File: src/rtl/piso_pkg.sv
// -----------------------------------------------------------------------------
// piso_pkg
// Shared definitions for the parallel-in / serial-out controller:
//   - FSM state encoding (IDLE = 0, SHIFT = 1), kept as plain localparams so
//     the encoding is visible to legacy tooling and waveform viewers.
//   - cnt_width(): width of the bit-position counter for a given word width.
// -----------------------------------------------------------------------------
package piso_pkg;

  localparam logic [0:0] ST_IDLE  = 1'b0;
  localparam logic [0:0] ST_SHIFT = 1'b1;

  // Counter wide enough to hold 0..width-1; never narrower than one bit.
  function automatic int cnt_width(input int width);
    return (width < 2) ? 1 : $clog2(width);
  endfunction

endpackage : piso_pkg

File: src/rtl/piso_shift.sv
// -----------------------------------------------------------------------------
// piso_shift
// WIDTH-bit shift register datapath. Load has priority over shift. The serial
// output is always the bit at the "outgoing" end of the register, so after
// k shifts it presents word bit (MSB_FIRST ? WIDTH-1-k : k).
//
// Ports:
//   clk      rising-edge clock
//   rst      asynchronous active-low reset, clears the register
//   load_i   capture data_i this cycle
//   shift_i  advance one position this cycle (ignored when load_i = 1)
//   data_i   parallel word
//   sout_o   current outgoing bit
// -----------------------------------------------------------------------------
module piso_shift #(
  parameter int WIDTH     = 4,
  parameter bit MSB_FIRST = 1'b1
) (
  input  logic             clk,
  input  logic             rst,
  input  logic             load_i,
  input  logic             shift_i,
  input  logic [WIDTH-1:0] data_i,
  output logic             sout_o
);

  logic [WIDTH-1:0] sreg_q, sreg_d;

  // NOTE: combinational blocks assign a default first and use blocking '=';
  // every path then drives sreg_d, so no latch can be inferred.
  always_comb begin
    sreg_d = sreg_q;
    if (load_i) begin
      sreg_d = data_i;
    end else if (shift_i) begin
      sreg_d = MSB_FIRST ? {sreg_q[WIDTH-2:0], 1'b0}
                         : {1'b0, sreg_q[WIDTH-1:1]};
    end
  end

  // NOTE: sequential state uses non-blocking '<=' so every flop samples the
  // pre-edge values. The register is small and reset-cleared so no stale word
  // can leak out after an aborted frame.
  always_ff @(posedge clk or negedge rst) begin
    if (!rst) begin
      sreg_q <= '0;
    end else begin
      sreg_q <= sreg_d;
    end
  end

  assign sout_o = MSB_FIRST ? sreg_q[WIDTH-1] : sreg_q[0];

endmodule : piso_shift

File: src/rtl/piso_ctrl.sv
// -----------------------------------------------------------------------------
// piso_ctrl
// Parallel-in / serial-out controller with a valid/ready input handshake and a
// stallable serial output. A word is accepted in IDLE or on the last bit of the
// current frame (zero-gap back-to-back frames); its first bit appears one cycle
// after the handshake.
//
// Ports:
//   clk         rising-edge clock
//   rst         asynchronous active-low reset (0 = reset)
//   in_valid    upstream offers in_data
//   in_data     parallel word, sampled only on a handshake
//   in_ready    word can be accepted this cycle
//   shift_en    downstream advance enable; 0 holds the current bit
//   sout        current serial bit (0 when idle)
//   sout_valid  sout carries a frame bit
//   sout_first  current bit is the first of its frame
//   sout_last   current bit is the last of its frame
//   busy        a frame is in progress
// -----------------------------------------------------------------------------
module piso_ctrl
  import piso_pkg::*;
#(
  parameter int WIDTH     = 4,
  parameter bit MSB_FIRST = 1'b1
) (
  input  logic             clk,
  input  logic             rst,
  input  logic             in_valid,
  input  logic [WIDTH-1:0] in_data,
  output logic             in_ready,
  input  logic             shift_en,
  output logic             sout,
  output logic             sout_valid,
  output logic             sout_first,
  output logic             sout_last,
  output logic             busy
);

  localparam int                 CNT_W   = cnt_width(WIDTH);
  localparam logic [CNT_W-1:0]   CNT_MAX = CNT_W'(WIDTH - 1);

  logic [0:0]       state_q, state_d;
  logic [CNT_W-1:0] cnt_q, cnt_d;

  logic shifting;
  logic at_last;
  logic handshake;
  logic advance;
  logic serial_bit;

  assign shifting  = (state_q == ST_SHIFT);
  assign at_last   = shifting && (cnt_q == CNT_MAX);
  assign in_ready  = !shifting || (at_last && shift_en);
  assign handshake = in_valid && in_ready;
  // Mid-frame advance only; the last bit either reloads or ends the frame.
  assign advance   = shifting && shift_en && !at_last;

  always_comb begin
    state_d = state_q;
    cnt_d   = cnt_q;
    if (handshake) begin
      state_d = ST_SHIFT;
      cnt_d   = '0;
    end else if (at_last && shift_en) begin
      state_d = ST_IDLE;
      cnt_d   = '0;
    end else if (advance) begin
      cnt_d = cnt_q + CNT_W'(1);
    end
  end

  always_ff @(posedge clk or negedge rst) begin
    if (!rst) begin
      state_q <= ST_IDLE;
      cnt_q   <= '0;
    end else begin
      state_q <= state_d;
      cnt_q   <= cnt_d;
    end
  end

  piso_shift #(
    .WIDTH     (WIDTH),
    .MSB_FIRST (MSB_FIRST)
  ) u_shift (
    .clk     (clk),
    .rst     (rst),
    .load_i  (handshake),
    .shift_i (advance),
    .data_i  (in_data),
    .sout_o  (serial_bit)
  );

  // All frame outputs are gated by state so IDLE presents all-zero.
  assign sout       = shifting && serial_bit;
  assign sout_valid = shifting;
  assign sout_first = shifting && (cnt_q == '0);
  assign sout_last  = at_last;
  assign busy       = shifting;

endmodule : piso_ctrl

File: config.mk
export PLATFORM = sky130hd
export DESIGN_NAME = piso_ctrl
export DESIGN_NICKNAME = d
export VERILOG_FILES = /design/src/rtl/piso_pkg.sv /design/src/rtl/piso_shift.sv /design/src/rtl/piso_ctrl.sv
export SDC_FILE = /design/constraint.sdc
export NUM_CORES = 1
export LEC_CHECK = 0
export CAP_MARGIN = 25
export CORE_AREA = 2 2 39 41
export CTS_CLUSTER_DIAMETER = 60
export DETAILED_ROUTE_END_ITERATION = 8
export DIE_AREA = 0 0 41 43
export PLACE_DENSITY = 0.75
export SETUP_SLACK_MARGIN = 0.3
export SYNTH_ARGS = -nofsm -noshare
export SYNTH_HDL_FRONTEND = slang
export SYNTH_SLANG_ARGS = --single-unit
File: constraint.sdc
create_clock -name clk -period 2.3 [get_ports clk]
set_input_delay 0.46 -clock clk [delete_from_list [all_inputs] [get_ports clk]]
set_output_delay 0.46 -clock clk [all_outputs]
set_load 0.03 [all_outputs]
==> results.py <==
metrics = {
    "power": {
        "power_density_nw_per_um2": 1093,
        "internal-power_w": 0.0004204,
        "pwr-share-seq": 0.303,
        "combPwrFrac": 0.539,
        "swShare": 0.4019,
        "vdd_drop_max_mv": 0.3995,
        "power_switching_w": 0.0002825,
        "p_leak_nw": 0.2884,
        "power.share.clock": 0.158,
    },
    "clocking": {
        "cts.path.max_buffers": 2,
        "cts_made_buffers": 3,
        "postCtsHoldBufs": 0,
        "cts_tree": "done",
        "clk_latency_ns": 0.25,
        "cts_sinks": 7,
        "htreeDepth": 1,
        "clk_pin_slew_worst_paths_ns": 0.05,
        "clock-root-buffer": "clkbuf_4",
    },
    "logic_synthesis": {
        "syn_avg_cell_area_um2": 9.935,
        "netlist_instances": 50,
        "yosys_warnings": 0,
        "syn_nets": 60,
        "synth_top_cell_by_area": "dfrtp_1",
        "synth_area_um2": 496.7,
        "synth_top_area_frac": 0.3526,
        "synth-seq-cells": 7,
        "yosysUniqueCellTypes": 22,
        "ys_seq_area_frac": 0.3526,
        "synthTopCellsByArea": "dfrtp_1 35%, o221a_2 6.8%, and3b_2 6.0%",
    },
    "critical_path": {
        "startpoint_type": "flip-flop",
        "cp_top_family": "buffers and inverters",
        "slowest_stage": "clkdlybuf4s50_1",
        "path_cells": "clkdlybuf4s50_1",
        "timing.rr.start": "cnt_q[0]",
        "critPathLaunch": "busy",
        "crit_path_max_incr_delay_ns": 0.71,
        "cp_max_fo": 14,
        "cp-end-kind": "output port",
        "required_ns": 1.84,
        "worstSetupPathType": "reg -> out",
        "cp.buffers_inverters": 1,
        "cp.arrival_ns": 1.46,
    },
    "timing": {
        "timing_hold_violations_final": 0,
        "final.min_clock_period_ns": 1.916,
        "rsz0062_at_grt": "no",
        "slew_viol_final": 0,
        "layout_setup_ws_ns": 0.3844,
        "max_freq_mhz": 522.0,
        "setup_tns_ns": 0,
        "tightest_slew_ns": 0.3393,
        "period_share": 0.8329,
        "setup_viol": 0,
        "skew_ns": 0.0006875,
        "timing.slew.headroom": 0.7731,
    },
    "route": {
        "ant_nets": 0,
        "wl_per_cell_um": 12.71,
        "wl_mm": 1.017,
        "drc": 0,
        "dr.first_iter.drc_count": 5,
        "vias": 417,
        "route.detailed.vias_per_inst": 5.213,
        "firstDrtPassIters": 3,
    },
    "global_routing": {
        "antenna_found_initial": 0,
        "overflow": 0,
        "grt_max_degree": 15,
        "grt_usage": 0.1416,
        "grt_pass1_wl_mm": 1.573,
        "first_global_vias": 386,
    },
    "finish": {
        "design_area_um2": 643.1,
        "final_layout_size_suffix_gt1_frac": 0.3125,
        "post-route-util": 0.4647,
        "n_antenna_cell": 0,
        "area_growth_pct": 29.47,
        "fillCellCount": 140,
        "layoutNonFillerInstCount": 80,
        "nets": 75,
    },
    "die": {
        "die_y_um": 43,
        "initial_core_util": 0.3590,
        "die_w_um": 41,
        "ios": 14,
        "num_rows": 14,
        "die_area_um2": 1763,
        "core_um2": 1384,
    },
    "placement": {
        "preCtsSetupSlack_ns": 0.3196,
        "dp_hpwl_um": 755.9,
        "numPortBuffers": 13,
        "placed_area_um2": 616.8,
        "dp_cells": 76,
        "place_congestion": 0.7176,
    },
    "min_path": {
        "min_path_type": "in -> async",
    },
    "job": {
        "max_cap_violations": 0,
    },
    "status": {
        "status": "finished, final reports clean",
    },
}
-- metrics by stage --
step / hold slack [ns] / total power (W)
final: 0.4788 / 0.0007029
after global routing: 0.4940 / 0.0007637
after CTS: 0.4881 / 0.0007133
after detailed placement: 0.5359 / 0.0006127
after global placement: 0.5148 / 0.0006009
after floorplan: 0.1644 / 0.0005050
-- layout make-up --
| cell class | count | area, um^2 | share of cell area |
|---|---|---|---|
| Inverter | 3 | 11.26 | 0.01751 |
| Timing Repair Buffer | 14 | 131.4 | 0.2043 |
| Sequential cell | 7 | 176.4 | 0.2743 |
| Multi-Input combinational cell | 36 | 277.8 | 0.4319 |
| Tap cell | 16 | 20.02 | 0.03113 |
| Clock buffer | 4 | 26.28 | 0.04086 |
-- worst paths after layout --
| path | endpoint | slack, ns | depth (start not counted) |
|---|---|---|---|
| max | busy | 0.38 | 1 |
| min | cnt_q[0] | 0.48 | 1 |
| max reg2reg | u_shift.sreg_q[3] | 1.00 | 4 |
| min reg2reg | u_shift.sreg_q[3] | 0.55 | 1 |
| max in group asynchronous | busy | 1.55 | 1 |
| min in group clk | u_shift.sreg_q[3] | 0.55 | 1 |
-- cells in the final DEF, fill, tap and decap left out --
cell type	instances
and2_1	4
nand2_1	5
o22ai_1	1
nor2_1	2
inv_2	1
clkbuf_1	1
o21ba_2	1
clkdlybuf4s50_1	9
nand2b_4	2
dfrtp_1	6
a21oi_2	1
dfrtp_2	1
a22o_1	1
inv_1	2
buf_4	2
ha_1	1
and3b_2	3
o221a_2	3
ha_2	1
clkbuf_4	3
nor3b_1	3
nor2b_2	1
dlygate4sd2_1	3
a211oi_2	1
o21ai_1	3
o21ai_0	3
-- power by group through the flow --
stage,Combinational (W),Clock (W),Sequential (W)
floorplan,0.000298,0,0.000207
global placement,0.000391,0,0.000210
detailed placement,0.000398,0,0.000214
global route,0.000417,0.000129,0.000218
CTS,0.000385,0.000116,0.000213
finish,0.000379,0.000111,0.000213
-- cell usage after synthesis, drive strengths merged --
cell    n
o22ai   1
inv     3
dfrtp   7
o21ba   1
and2    4
nor3b   3
ha      2
clkbuf  1
a22o    1
o21ai   6
a21oi   1
a211oi  1
and3b   3
nand2b  2
nor2b   1
nand2   5
buf     3
nor2    2
o221a   3
-- routing by layer --
layer	part of all wire	GRT usage	up-vias	wire (um)
met5	0	0	-	0
met4	0.0088	0.1000	0	9
met3	0.052	0.04712	2	53
met2	0.48	0.2031	10	488
met1	0.46	0.1678	201	466
li1	-	-	204	-
-- flip-flops by register name, indices dropped and copies added (netlist names) --
signal	count
u_shift.sreg_q	4
cnt_q	2
busy	1
-- what timing repair did --
action / in CTS / in global routing
resized for setup: 5 / 0
setup endpoints to repair: 5 / 0
setup buffers: 0 / 0
-- cell families after synthesis --
logic type	count (synthesis)	share of synthesized area
buffers and inverters	7	0.09319
flip-flops	7	0.3526
adder cells (fa/ha/maj)	2	0.05037
AND/OR/NAND/NOR	20	0.2821
AO/OA/AOI/OAI	14	0.2217
(Power assumes the default switching activity.)
